File: config.mk
export PLATFORM = sky130hd
export DESIGN_NAME = decode_issue_queue
export DESIGN_NICKNAME = d
export VERILOG_FILES = /design/src/rtl/decode_pkg.sv /design/src/rtl/decode_slot.sv /design/src/rtl/decode_issue_queue.sv
export SDC_FILE = /design/constraint.sdc
export NUM_CORES = 1
export LEC_CHECK = 0
export BUFFER_PORTS_ARGS = -buffer_cell sky130_fd_sc_hd__buf_4
export CAP_MARGIN = 20
export CELL_PAD_IN_SITES_DETAIL_PLACEMENT = 1
export CELL_PAD_IN_SITES_GLOBAL_PLACEMENT = 1
export CORE_ASPECT_RATIO = 0.5
export CORE_UTILIZATION = 30
export CTS_BUF_LIST = sky130_fd_sc_hd__clkbuf_2
export CTS_CLUSTER_SIZE = 25
export DETAILED_ROUTE_END_ITERATION = 10
export PLACE_DENSITY_LB_ADDON = 0.1
export SYNTH_ARGS = -nofsm -noshare
export SYNTH_HDL_FRONTEND = slang
export SYNTH_HIERARCHICAL = 1
export SYNTH_SLANG_ARGS = --single-unit
export TNS_END_PERCENT = 20
File: constraint.sdc
create_clock -name clk -period 7.15 [get_ports clk]
set_clock_uncertainty 0.15 [all_clocks]
set_input_delay 2.145 -clock clk [delete_from_list [all_inputs] [get_ports clk]]
set_output_delay 2.145 -clock clk [all_outputs]
set_load 0.02 [all_outputs]
File: src/rtl/decode_pkg.sv
// Shared types and encodings for the decode issue queue: control bundle, issue classes,
// MIPS opcode/funct/rt field values and ALU operation codes.
package decode_pkg;

  typedef struct packed {
    logic       wreg;
    logic       regdst;
    logic       use_imm;
    logic       branch;
    logic       wmem;
    logic       rmem;
    logic       jump;
    logic       jal;
    logic       jr;
    logic       bal;
    logic       jalr;
    logic [5:0] alucontrol;
    logic       memen;
    logic [1:0] whilo;
  } ctrl_t;

  localparam int unsigned CTRL_W = $bits(ctrl_t);

  typedef enum logic [1:0] {IC_NORMAL, IC_MEM, IC_BRANCH, IC_SINGLE} issue_class_e;

  localparam logic [5:0] OP_SPECIAL = 6'h00, OP_REGIMM = 6'h01, OP_J     = 6'h02;
  localparam logic [5:0] OP_JAL     = 6'h03, OP_BEQ    = 6'h04, OP_BNE   = 6'h05;
  localparam logic [5:0] OP_BLEZ    = 6'h06, OP_BGTZ   = 6'h07, OP_ADDI  = 6'h08;
  localparam logic [5:0] OP_ADDIU   = 6'h09, OP_SLTI   = 6'h0A, OP_SLTIU = 6'h0B;
  localparam logic [5:0] OP_ANDI    = 6'h0C, OP_ORI    = 6'h0D, OP_XORI  = 6'h0E;
  localparam logic [5:0] OP_LUI     = 6'h0F, OP_COP0   = 6'h10, OP_LB    = 6'h20;
  localparam logic [5:0] OP_LH      = 6'h21, OP_LW     = 6'h23, OP_LBU   = 6'h24;
  localparam logic [5:0] OP_LHU     = 6'h25, OP_SB     = 6'h28, OP_SH    = 6'h29;
  localparam logic [5:0] OP_SW      = 6'h2B, OP_CACHE  = 6'h2F, OP_LL    = 6'h30;
  localparam logic [5:0] OP_SC      = 6'h38;

  localparam logic [5:0] FN_SLL  = 6'h00, FN_SRL   = 6'h02, FN_SRA  = 6'h03, FN_SLLV  = 6'h04;
  localparam logic [5:0] FN_SRLV = 6'h06, FN_SRAV  = 6'h07, FN_JR   = 6'h08, FN_JALR  = 6'h09;
  localparam logic [5:0] FN_SYSC = 6'h0C, FN_BREAK = 6'h0D, FN_SYNC = 6'h0F, FN_MFHI  = 6'h10;
  localparam logic [5:0] FN_MTHI = 6'h11, FN_MFLO  = 6'h12, FN_MTLO = 6'h13, FN_MULT  = 6'h18;
  localparam logic [5:0] FN_MULTU = 6'h19, FN_DIV  = 6'h1A, FN_DIVU = 6'h1B, FN_ADD   = 6'h20;
  localparam logic [5:0] FN_ADDU = 6'h21, FN_SUB   = 6'h22, FN_SUBU = 6'h23, FN_AND   = 6'h24;
  localparam logic [5:0] FN_OR   = 6'h25, FN_XOR   = 6'h26, FN_NOR  = 6'h27, FN_SLT   = 6'h2A;
  localparam logic [5:0] FN_SLTU = 6'h2B, FN_TGE   = 6'h30, FN_TGEU = 6'h31, FN_TLT   = 6'h32;
  localparam logic [5:0] FN_TLTU = 6'h33, FN_TEQ   = 6'h34, FN_TNE  = 6'h36;

  // COP0 CO-space funct values
  localparam logic [5:0] FN_TLBR = 6'h01, FN_TLBWI = 6'h02, FN_TLBWR = 6'h06, FN_TLBP = 6'h08;
  localparam logic [5:0] FN_ERET = 6'h18;

  localparam logic [4:0] RT_BLTZ = 5'h00, RT_BGEZ = 5'h01, RT_TGEI = 5'h08, RT_TGEIU = 5'h09;
  localparam logic [4:0] RT_TLTI = 5'h0A, RT_TLTIU = 5'h0B, RT_TEQI = 5'h0C, RT_TNEI = 5'h0E;
  localparam logic [4:0] RT_BLTZAL = 5'h10, RT_BGEZAL = 5'h11;
  localparam logic [4:0] RS_MFC0 = 5'h00, RS_MTC0 = 5'h04;

  localparam logic [5:0] ALU_ADD  = 6'd0,  ALU_ADDU = 6'd1,  ALU_SUB  = 6'd2,  ALU_SUBU = 6'd3;
  localparam logic [5:0] ALU_AND  = 6'd4,  ALU_OR   = 6'd5,  ALU_XOR  = 6'd6,  ALU_NOR  = 6'd7;
  localparam logic [5:0] ALU_SLT  = 6'd8,  ALU_SLTU = 6'd9,  ALU_SLL  = 6'd10, ALU_SRL  = 6'd11;
  localparam logic [5:0] ALU_SRA  = 6'd12, ALU_LUI  = 6'd13, ALU_MULT = 6'd14, ALU_MULTU = 6'd15;
  localparam logic [5:0] ALU_DIV  = 6'd16, ALU_DIVU = 6'd17, ALU_MFHI = 6'd18, ALU_MFLO = 6'd19;
  localparam logic [5:0] ALU_MTHI = 6'd20, ALU_MTLO = 6'd21, ALU_MFC0 = 6'd22, ALU_MTC0 = 6'd23;
  localparam logic [5:0] ALU_ERET = 6'd24, ALU_SYSC = 6'd25, ALU_BRK  = 6'd26, ALU_TRAP = 6'd27;

endpackage

File: src/rtl/decode_slot.sv
// Combinational single-instruction decoder: control bundle, issue class, destination and
// source-register usage for the pairing checks.
module decode_slot
  import decode_pkg::*;
(
  input  logic [31:0]  instr_i,
  output ctrl_t        ctrl_o,
  output issue_class_e class_o,
  output logic         invalid_o,
  output logic [4:0]   dst_o,
  output logic [4:0]   rs_o,
  output logic [4:0]   rt_o,
  output logic         rs_used_o,
  output logic         rt_used_o
);

  logic [5:0] op, funct;
  logic [4:0] rs, rt, rd;
  logic       unused_sa;

  assign op        = instr_i[31:26];
  assign rs        = instr_i[25:21];
  assign rt        = instr_i[20:16];
  assign rd        = instr_i[15:11];
  assign funct     = instr_i[5:0];
  assign rs_o      = rs;
  assign rt_o      = rt;
  assign unused_sa = ^instr_i[10:6];

  always_comb begin
    ctrl_o    = '0;
    class_o   = IC_NORMAL;
    invalid_o = 1'b0;
    dst_o     = '0;
    rs_used_o = 1'b0;
    rt_used_o = 1'b0;
    case (op)
      OP_SPECIAL: begin
        ctrl_o.wreg   = 1'b1;
        ctrl_o.regdst = 1'b1;
        dst_o         = rd;
        rs_used_o     = 1'b1;
        rt_used_o     = 1'b1;
        case (funct)
          FN_SLL:  begin rs_used_o = 1'b0; ctrl_o.alucontrol = ALU_SLL; end
          FN_SRL:  begin rs_used_o = 1'b0; ctrl_o.alucontrol = ALU_SRL; end
          FN_SRA:  begin rs_used_o = 1'b0; ctrl_o.alucontrol = ALU_SRA; end
          FN_SLLV: ctrl_o.alucontrol = ALU_SLL;
          FN_SRLV: ctrl_o.alucontrol = ALU_SRL;
          FN_SRAV: ctrl_o.alucontrol = ALU_SRA;
          FN_JR: begin
            ctrl_o    = '0;
            ctrl_o.jr = 1'b1;
            dst_o     = '0;
            rt_used_o = 1'b0;
            class_o   = IC_BRANCH;
          end
          FN_JALR: begin
            ctrl_o.jalr = 1'b1;
            rt_used_o   = 1'b0;
            class_o     = IC_BRANCH;
          end
          FN_SYSC, FN_BREAK: begin
            ctrl_o            = '0;
            ctrl_o.alucontrol = (funct == FN_SYSC) ? ALU_SYSC : ALU_BRK;
            {dst_o, rs_used_o, rt_used_o} = '0;
            class_o           = IC_SINGLE;
          end
          FN_SYNC: begin
            ctrl_o = '0;
            {dst_o, rs_used_o, rt_used_o} = '0;
          end
          FN_MFHI, FN_MFLO: begin
            ctrl_o.alucontrol = (funct == FN_MFHI) ? ALU_MFHI : ALU_MFLO;
            {rs_used_o, rt_used_o} = '0;
            class_o           = IC_SINGLE;
          end
          FN_MTHI, FN_MTLO: begin
            ctrl_o            = '0;
            ctrl_o.whilo      = (funct == FN_MTHI) ? 2'b10 : 2'b01;
            ctrl_o.alucontrol = (funct == FN_MTHI) ? ALU_MTHI : ALU_MTLO;
            dst_o             = '0;
            rt_used_o         = 1'b0;
            class_o           = IC_SINGLE;
          end
          FN_MULT, FN_MULTU, FN_DIV, FN_DIVU: begin
            ctrl_o            = '0;
            ctrl_o.whilo      = 2'b11;
            ctrl_o.alucontrol = ALU_MULT + {4'd0, funct[1:0]};
            dst_o             = '0;
            class_o           = IC_SINGLE;
          end
          FN_ADD:  ctrl_o.alucontrol = ALU_ADD;
          FN_ADDU: ctrl_o.alucontrol = ALU_ADDU;
          FN_SUB:  ctrl_o.alucontrol = ALU_SUB;
          FN_SUBU: ctrl_o.alucontrol = ALU_SUBU;
          FN_AND:  ctrl_o.alucontrol = ALU_AND;
          FN_OR:   ctrl_o.alucontrol = ALU_OR;
          FN_XOR:  ctrl_o.alucontrol = ALU_XOR;
          FN_NOR:  ctrl_o.alucontrol = ALU_NOR;
          FN_SLT:  ctrl_o.alucontrol = ALU_SLT;
          FN_SLTU: ctrl_o.alucontrol = ALU_SLTU;
          FN_TGE, FN_TGEU, FN_TLT, FN_TLTU, FN_TEQ, FN_TNE: begin
            ctrl_o            = '0;
            ctrl_o.alucontrol = ALU_TRAP;
            dst_o             = '0;
            class_o           = IC_SINGLE;
          end
          default: invalid_o = 1'b1;
        endcase
      end
      OP_REGIMM: begin
        rs_used_o = 1'b1;
        case (rt)
          RT_BLTZ, RT_BGEZ: begin ctrl_o.branch = 1'b1; class_o = IC_BRANCH; end
          RT_BLTZAL, RT_BGEZAL: begin
            ctrl_o.branch = 1'b1;
            ctrl_o.bal    = 1'b1;
            ctrl_o.wreg   = 1'b1;
            dst_o         = 5'd31;
            class_o       = IC_BRANCH;
          end
          RT_TGEI, RT_TGEIU, RT_TLTI, RT_TLTIU, RT_TEQI, RT_TNEI: begin
            ctrl_o.alucontrol = ALU_TRAP;
            ctrl_o.use_imm    = 1'b1;
            class_o           = IC_SINGLE;
          end
          default: invalid_o = 1'b1;
        endcase
      end
      OP_J:   begin ctrl_o.jump = 1'b1; class_o = IC_BRANCH; end
      OP_JAL: begin
        ctrl_o.jal  = 1'b1;
        ctrl_o.wreg = 1'b1;
        dst_o       = 5'd31;
        class_o     = IC_BRANCH;
      end
      OP_BEQ, OP_BNE, OP_BLEZ, OP_BGTZ: begin
        ctrl_o.branch = 1'b1;
        rs_used_o     = 1'b1;
        rt_used_o     = (op == OP_BEQ) || (op == OP_BNE);
        class_o       = IC_BRANCH;
      end
      OP_ADDI, OP_ADDIU, OP_SLTI, OP_SLTIU, OP_ANDI, OP_ORI, OP_XORI, OP_LUI: begin
        ctrl_o.wreg    = 1'b1;
        ctrl_o.use_imm = 1'b1;
        dst_o          = rt;
        rs_used_o      = (op != OP_LUI);
        case (op)
          OP_ADDI:  ctrl_o.alucontrol = ALU_ADD;
          OP_ADDIU: ctrl_o.alucontrol = ALU_ADDU;
          OP_SLTI:  ctrl_o.alucontrol = ALU_SLT;
          OP_SLTIU: ctrl_o.alucontrol = ALU_SLTU;
          OP_ANDI:  ctrl_o.alucontrol = ALU_AND;
          OP_ORI:   ctrl_o.alucontrol = ALU_OR;
          OP_XORI:  ctrl_o.alucontrol = ALU_XOR;
          default:  ctrl_o.alucontrol = ALU_LUI;
        endcase
      end
      OP_COP0: begin
        // TLB maintenance has no effect on this core and issues as a NOP
        if (instr_i[25]) begin
          if (funct == FN_ERET) begin
            ctrl_o.alucontrol = ALU_ERET;
            class_o           = IC_SINGLE;
          end else if (!(funct inside {FN_TLBR, FN_TLBWI, FN_TLBWR, FN_TLBP})) begin
            invalid_o = 1'b1;
          end
        end else if (rs == RS_MFC0) begin
          ctrl_o.wreg       = 1'b1;
          ctrl_o.alucontrol = ALU_MFC0;
          dst_o             = rt;
          class_o           = IC_SINGLE;
        end else if (rs == RS_MTC0) begin
          ctrl_o.alucontrol = ALU_MTC0;
          rt_used_o         = 1'b1;
          class_o           = IC_SINGLE;
        end else begin
          invalid_o = 1'b1;
        end
      end
      OP_LB, OP_LH, OP_LW, OP_LBU, OP_LHU, OP_LL: begin
        ctrl_o.wreg    = 1'b1;
        ctrl_o.use_imm = 1'b1;
        ctrl_o.rmem    = 1'b1;
        ctrl_o.memen   = 1'b1;
        dst_o          = rt;
        rs_used_o      = 1'b1;
        class_o        = (op == OP_LL) ? IC_SINGLE : IC_MEM;
      end
      OP_SB, OP_SH, OP_SW, OP_SC: begin
        ctrl_o.use_imm = 1'b1;
        ctrl_o.wmem    = 1'b1;
        ctrl_o.memen   = 1'b1;
        rs_used_o      = 1'b1;
        rt_used_o      = 1'b1;
        class_o        = IC_MEM;
        if (op == OP_SC) begin
          ctrl_o.wreg = 1'b1;
          dst_o       = rt;
          class_o     = IC_SINGLE;
        end
      end
      OP_CACHE: ;
      default: invalid_o = 1'b1;
    endcase
    if (invalid_o) begin
      ctrl_o    = '0;
      class_o   = IC_SINGLE;
      dst_o     = '0;
      rs_used_o = 1'b0;
      rt_used_o = 1'b0;
    end
  end

endmodule

File: src/rtl/decode_issue_queue.sv
// Instruction queue between fetch and ID/EX: buffers FETCH_W instr/PC pairs per cycle and
// issues up to ISSUE_W decoded, pairing-checked slots per cycle through a registered stage.
module decode_issue_queue
  import decode_pkg::*;
#(
  parameter int unsigned DEPTH   = 8,
  parameter int unsigned FETCH_W = 2,
  parameter int unsigned ISSUE_W = 2
) (
  input  logic                      clk,
  input  logic                      resetn,
  input  logic                      flush_i,
  input  logic [FETCH_W-1:0]        in_valid_i,
  input  logic [32*FETCH_W-1:0]     in_instr_i,
  input  logic [32*FETCH_W-1:0]     in_pc_i,
  output logic                      in_ready_o,
  input  logic                      out_ready_i,
  output logic [ISSUE_W-1:0]        out_valid_o,
  output logic [32*ISSUE_W-1:0]     out_instr_o,
  output logic [32*ISSUE_W-1:0]     out_pc_o,
  output logic [CTRL_W*ISSUE_W-1:0] out_ctrl_o,
  output logic [ISSUE_W-1:0]        out_invalid_o
);

  localparam int unsigned PtrW = $clog2(DEPTH);
  localparam int unsigned CntW = $clog2(DEPTH + 1);

  logic [31:0]     instr_mem [DEPTH];
  logic [31:0]     pc_mem    [DEPTH];
  logic [PtrW-1:0] rd_ptr_q, rd_ptr_d, wr_ptr_q, wr_ptr_d;
  logic [CntW-1:0] count_q, count_d, n_push, n_pop;
  logic            push_en, load;

  logic [ISSUE_W-1:0][31:0] h_instr, h_pc;
  ctrl_t        [ISSUE_W-1:0] h_ctrl;
  issue_class_e             h_class [ISSUE_W];
  logic [ISSUE_W-1:0]       h_inv, h_rs_used, h_rt_used, sel_valid;
  logic [ISSUE_W-1:0][4:0]  h_dst, h_rs, h_rt;

  logic [ISSUE_W-1:0]       out_valid_q, out_valid_d, out_inv_q, out_inv_d;
  logic [ISSUE_W-1:0][31:0] out_instr_q, out_instr_d, out_pc_q, out_pc_d;
  ctrl_t        [ISSUE_W-1:0] out_ctrl_q, out_ctrl_d;

  // Free space is judged on the registered count, so a push can never overrun the queue
  assign in_ready_o = (count_q <= CntW'(DEPTH - FETCH_W));
  assign push_en    = in_ready_o && !flush_i;

  always_comb begin
    n_push = '0;
    for (int l = 0; l < FETCH_W; l++) begin
      if (in_valid_i[l]) n_push = n_push + CntW'(1);
    end
  end

  always_ff @(posedge clk) begin
    if (push_en) begin
      for (int l = 0; l < FETCH_W; l++) begin
        if (in_valid_i[l]) begin
          instr_mem[wr_ptr_q + PtrW'(l)] <= in_instr_i[32*l +: 32];
          pc_mem[wr_ptr_q + PtrW'(l)]    <= in_pc_i[32*l +: 32];
        end
      end
    end
  end

  for (genvar s = 0; s < ISSUE_W; s++) begin : g_slot
    assign h_instr[s] = instr_mem[rd_ptr_q + PtrW'(s)];
    assign h_pc[s]    = pc_mem[rd_ptr_q + PtrW'(s)];

    decode_slot u_decode_slot (
      .instr_i   (h_instr[s]),
      .ctrl_o    (h_ctrl[s]),
      .class_o   (h_class[s]),
      .invalid_o (h_inv[s]),
      .dst_o     (h_dst[s]),
      .rs_o      (h_rs[s]),
      .rt_o      (h_rt[s]),
      .rs_used_o (h_rs_used[s]),
      .rt_used_o (h_rt_used[s])
    );
  end

  assign sel_valid[0] = (count_q != '0);

  if (ISSUE_W == 2) begin : g_pair
    logic raw, pair_ok, unused_srcs;
    assign raw = (h_dst[0] != '0) &&
                 ((h_rs_used[1] && (h_rs[1] == h_dst[0])) ||
                  (h_rt_used[1] && (h_rt[1] == h_dst[0])));
    // A branch may lead the pair so its delay slot travels with it, but never trail it
    assign pair_ok = (h_class[0] != IC_SINGLE) && (h_class[1] != IC_SINGLE) &&
                     (h_class[1] != IC_BRANCH) &&
                     !((h_class[0] == IC_MEM) && (h_class[1] == IC_MEM)) && !raw;
    assign sel_valid[1] = (count_q >= CntW'(2)) && pair_ok;
    assign unused_srcs  = ^{h_dst[1], h_rs[0], h_rt[0], h_rs_used[0], h_rt_used[0]};
  end else begin : g_single
    logic unused_srcs;
    assign unused_srcs = ^{h_dst, h_rs, h_rt, h_rs_used, h_rt_used, h_class[0]};
  end

  assign load = !out_valid_q[0] || out_ready_i;

  always_comb begin
    out_valid_d = out_valid_q;
    out_inv_d   = out_inv_q;
    out_instr_d = out_instr_q;
    out_pc_d    = out_pc_q;
    out_ctrl_d  = out_ctrl_q;
    n_pop       = '0;
    if (load) begin
      for (int s = 0; s < ISSUE_W; s++) begin
        out_valid_d[s] = sel_valid[s];
        out_inv_d[s]   = sel_valid[s] & h_inv[s];
        out_instr_d[s] = sel_valid[s] ? h_instr[s] : '0;
        out_pc_d[s]    = sel_valid[s] ? h_pc[s] : '0;
        out_ctrl_d[s]  = sel_valid[s] ? h_ctrl[s] : '0;
        if (sel_valid[s]) n_pop = n_pop + CntW'(1);
      end
    end
    count_d  = count_q + (push_en ? n_push : '0) - n_pop;
    wr_ptr_d = wr_ptr_q + (push_en ? PtrW'(n_push) : '0);
    rd_ptr_d = rd_ptr_q + PtrW'(n_pop);
    if (flush_i) begin
      count_d     = '0;
      wr_ptr_d    = '0;
      rd_ptr_d    = '0;
      out_valid_d = '0;
      out_inv_d   = '0;
      out_instr_d = '0;
      out_pc_d    = '0;
      out_ctrl_d  = '0;
    end
  end

  always_ff @(posedge clk or negedge resetn) begin
    if (!resetn) begin
      count_q     <= '0;
      rd_ptr_q    <= '0;
      wr_ptr_q    <= '0;
      out_valid_q <= '0;
      out_inv_q   <= '0;
      out_instr_q <= '0;
      out_pc_q    <= '0;
      out_ctrl_q  <= '0;
    end else begin
      count_q     <= count_d;
      rd_ptr_q    <= rd_ptr_d;
      wr_ptr_q    <= wr_ptr_d;
      out_valid_q <= out_valid_d;
      out_inv_q   <= out_inv_d;
      out_instr_q <= out_instr_d;
      out_pc_q    <= out_pc_d;
      out_ctrl_q  <= out_ctrl_d;
    end
  end

  assign out_valid_o   = out_valid_q;
  assign out_invalid_o = out_inv_q;
  assign out_instr_o   = out_instr_q;
  assign out_pc_o      = out_pc_q;
  assign out_ctrl_o    = out_ctrl_q;

endmodule

==> results.sh <==
export IMPL_outcome="completed"
export IMPL_slew_violations=0
export IMPL_required_ns=8.42
export IMPL_design_area_um2=46170
export IMPL_post_route_min_period_ns=6.793
export IMPL_antenna_found_initial=13
export IMPL_place_gp_congestion=0.7888
export IMPL_viasPerCell=5.277
export IMPL_cts_tree="yes"
export IMPL_post_route_util_pct=35.05
export IMPL_clk_latency_ns=1.58
export IMPL_routed_wirelength_um=143900
export IMPL_busiest_layer="met2"
export IMPL_endpoint_kind="flip-flop"
export IMPL_fmaxAchievable_mhz=147.2
export IMPL_slew_headroom_pct=29.01
export IMPL_tightest_slew_ns=1.065
export IMPL_fp_dieH_um=259.8
export IMPL_syn_to_final_growth_pct=15.77
export IMPL_postCtsHoldBufs=0
export IMPL_hold_path_class="reg -> reg"
export IMPL_place_hpwl_um=86530
export IMPL_syn_cell_area_um2=39880
export IMPL_mappedNetlistNets=2813
export IMPL_grt_pass1_wl_um=206800
export IMPL_vias=26233
export IMPL_worstSetupStartpointType="flip-flop"
export IMPL_power_leakage_nw=16.97
export IMPL_root_buffer="clkbuf_2"
export IMPL_cts_buffers=178
export IMPL_wl_per_cell_um=28.95
export IMPL_timing_worst_setup_path_type="reg -> reg"
export IMPL_coreArea_um2=131700
export IMPL_yosys_warnings=6
export IMPL_n_fill_cell=13803
export IMPL_timing_final_crit_share_pct=95.01
export IMPL_finalNetCount=3193
export IMPL_grt_use_met1_pct=28.71
export IMPL_rrSetupSlack_ns=0.36
export IMPL_clock_sinks=694
export IMPL_drc_errors=0
export IMPL_max_vdd_ir_drop_uv=220.2
export IMPL_die_width_um=517.6
export IMPL_place_area_um2=44410
export IMPL_grt_overflow=0
export IMPL_cp_max_fo=31
export IMPL_avgSynthCellArea_um2=14.98
export IMPL_drive_above_1_share_pct=49.06
export IMPL_num_io_pins=307
export IMPL_grtUsageMet3_pct=3.774
export IMPL_drt_pass1_iterations=5
export IMPL_portBuffers=306
export IMPL_drt_iter0_markers=1658
export IMPL_cts_max_path_buffers=3
export IMPL_setup_viol=0
export IMPL_powerDensity_nw_per_um2=356.2
export IMPL_path_clk_slew_ns=0.11
export IMPL_dieArea_um2=134500
export IMPL_cap_violations=0
export IMPL_worstPathArrival_ns=8.06
export IMPL_ant_nets=0
export IMPL_grt_start_max_net_pins=93
export IMPL_initial_core_util_pct=30.28
export IMPL_grt_util_all_layers_pct=21.15
export IMPL_hold_viol=0
export IMPL_grt_pass1_vias=28333
export IMPL_finalSetupTns_ns=0
export IMPL_core_rowCount=94
export IMPL_use_met2_pct=34.87
export IMPL_syn_inst=2663
export IMPL_rsz0062_at_grt="no"
export IMPL_cts_htree_levels=4
cell type report:
type	count	area [um^2]	area share (%)
clock buffer	290	1451	3.143
antenna	7	17.52	0.03794
multi-input combinational	1674	18450	39.95
sequential	694	19940	43.19
timing repair buffer	438	3694	7.999
inverter	57	214.0	0.4634
tap	1776	2222	4.813
clock inverter	35	187.7	0.4065
sequential cells by signal, summed over array words and instances, names as in the netlist:
register / cells
wr_ptr_q: 3
count_q: 4
out_valid_o: 2
pc_mem: 256
rd_ptr_q: 3
instr_mem: 256
out_instr_o: 64
out_invalid_o: 2
out_ctrl_o: 40
out_pc_o: 64
layout by cell type (no fill, tap or decap), types with 7 or more instances in the layout:
cell	n
nand2_1	182
nor4_1	10
a22o_1	53
a31oi_1	17
mux2_4	98
o31ai_1	91
nand3_1	8
inv_1	57
xnor2_1	14
a21oi_1	36
mux2_2	417
buf_4	407
nor2_1	43
nor2b_1	19
nor3_1	14
a211oi_1	7
o21ai_0	49
buf_12	25
a211o_1	8
edfxtp_1	512
nand4_1	12
clkinv_1	19
o32ai_1	8
mux4_2	256
nand2b_1	25
a21o_1	10
o22ai_1	7
diode_2	7
clkbuf_2	290
ha_1	11
mux2_1	31
dfrtp_1	179
nor3b_1	8
mux2i_1	96
report_power, final:
part	internal, mW	switching (mW)
logic	3.50	4.80
clock network	1.11	1.85
registers	4.85	0.336
what timing repair did:
action | CTS | global route
endpoints found under the setup margin | 2 | 3
buffers inserted | 0 | 4
pin swaps | 0 | 1
gates resized for setup | 1 | 6
cloned | 0 | 1
stage by stage:
| stage | worst slack, ns | hold slack [ns] | std cells | power [mW] |
|---|---|---|---|---|
| 6_report | 0.3568 | 0.3385 | 4971 | 16.45 |
| 5_1_grt | 0.02179 | 0.3495 | 4970 | 17.46 |
| 4_1_cts | 0.03861 | 0.2004 | 4959 | 16.64 |
| 3_5_place_dp | -0.03763 | 0.3177 | 4634 | 13.59 |
| 3_3_place_gp | -0.05801 | 0.3106 | 4632 | 13.57 |
| 2_1_floorplan | -0.7958 | 0.4372 | 2663 | 10.53 |
worst paths after layout:
path / start / to / depth (start not counted)
worst min register to register: out_ctrl_o[32] / out_ctrl_o[32] / 2
worst min-delay path: out_ctrl_o[32] / out_ctrl_o[32] / 2
worst max register to register: rd_ptr_q[0] / count_q[3] / 23
min in group asynchronous: resetn / out_ctrl_o[1] / 1
worst max-delay path: rd_ptr_q[0] / count_q[3] / 23
max in group asynchronous: resetn / out_pc_o[40] / 2
critical path, cell delays in order (launching register included):
cell and delay [ns]:
dfrtp_4 0.52, buf_16 0.28, mux4_2 0.54, mux2_2 0.40
or4_1 0.56, or3_1 0.50, a311oi_4 0.41, a31oi_1 0.14
a211oi_1 0.48, xnor2_1 0.18, nand4_1 0.26, o31ai_4 0.28
nor2_2 0.12, buf_4 0.15, ha_1 0.19, nand2_1 0.09
inv_1 0.06, fa_1 0.47, inv_1 0.06, ha_1 0.27
a21o_1 0.15, a21oi_1 0.17, xnor2_1 0.13, nor2_1 0.05
metal layers:
metal  part of all wire [%]  wire length (um)
met5                  0.065                94
met3                    4.2              5985
met1                     46             66510
met2                     48             68650
met4                    1.9              2669
(Power assumes the default switching activity.)
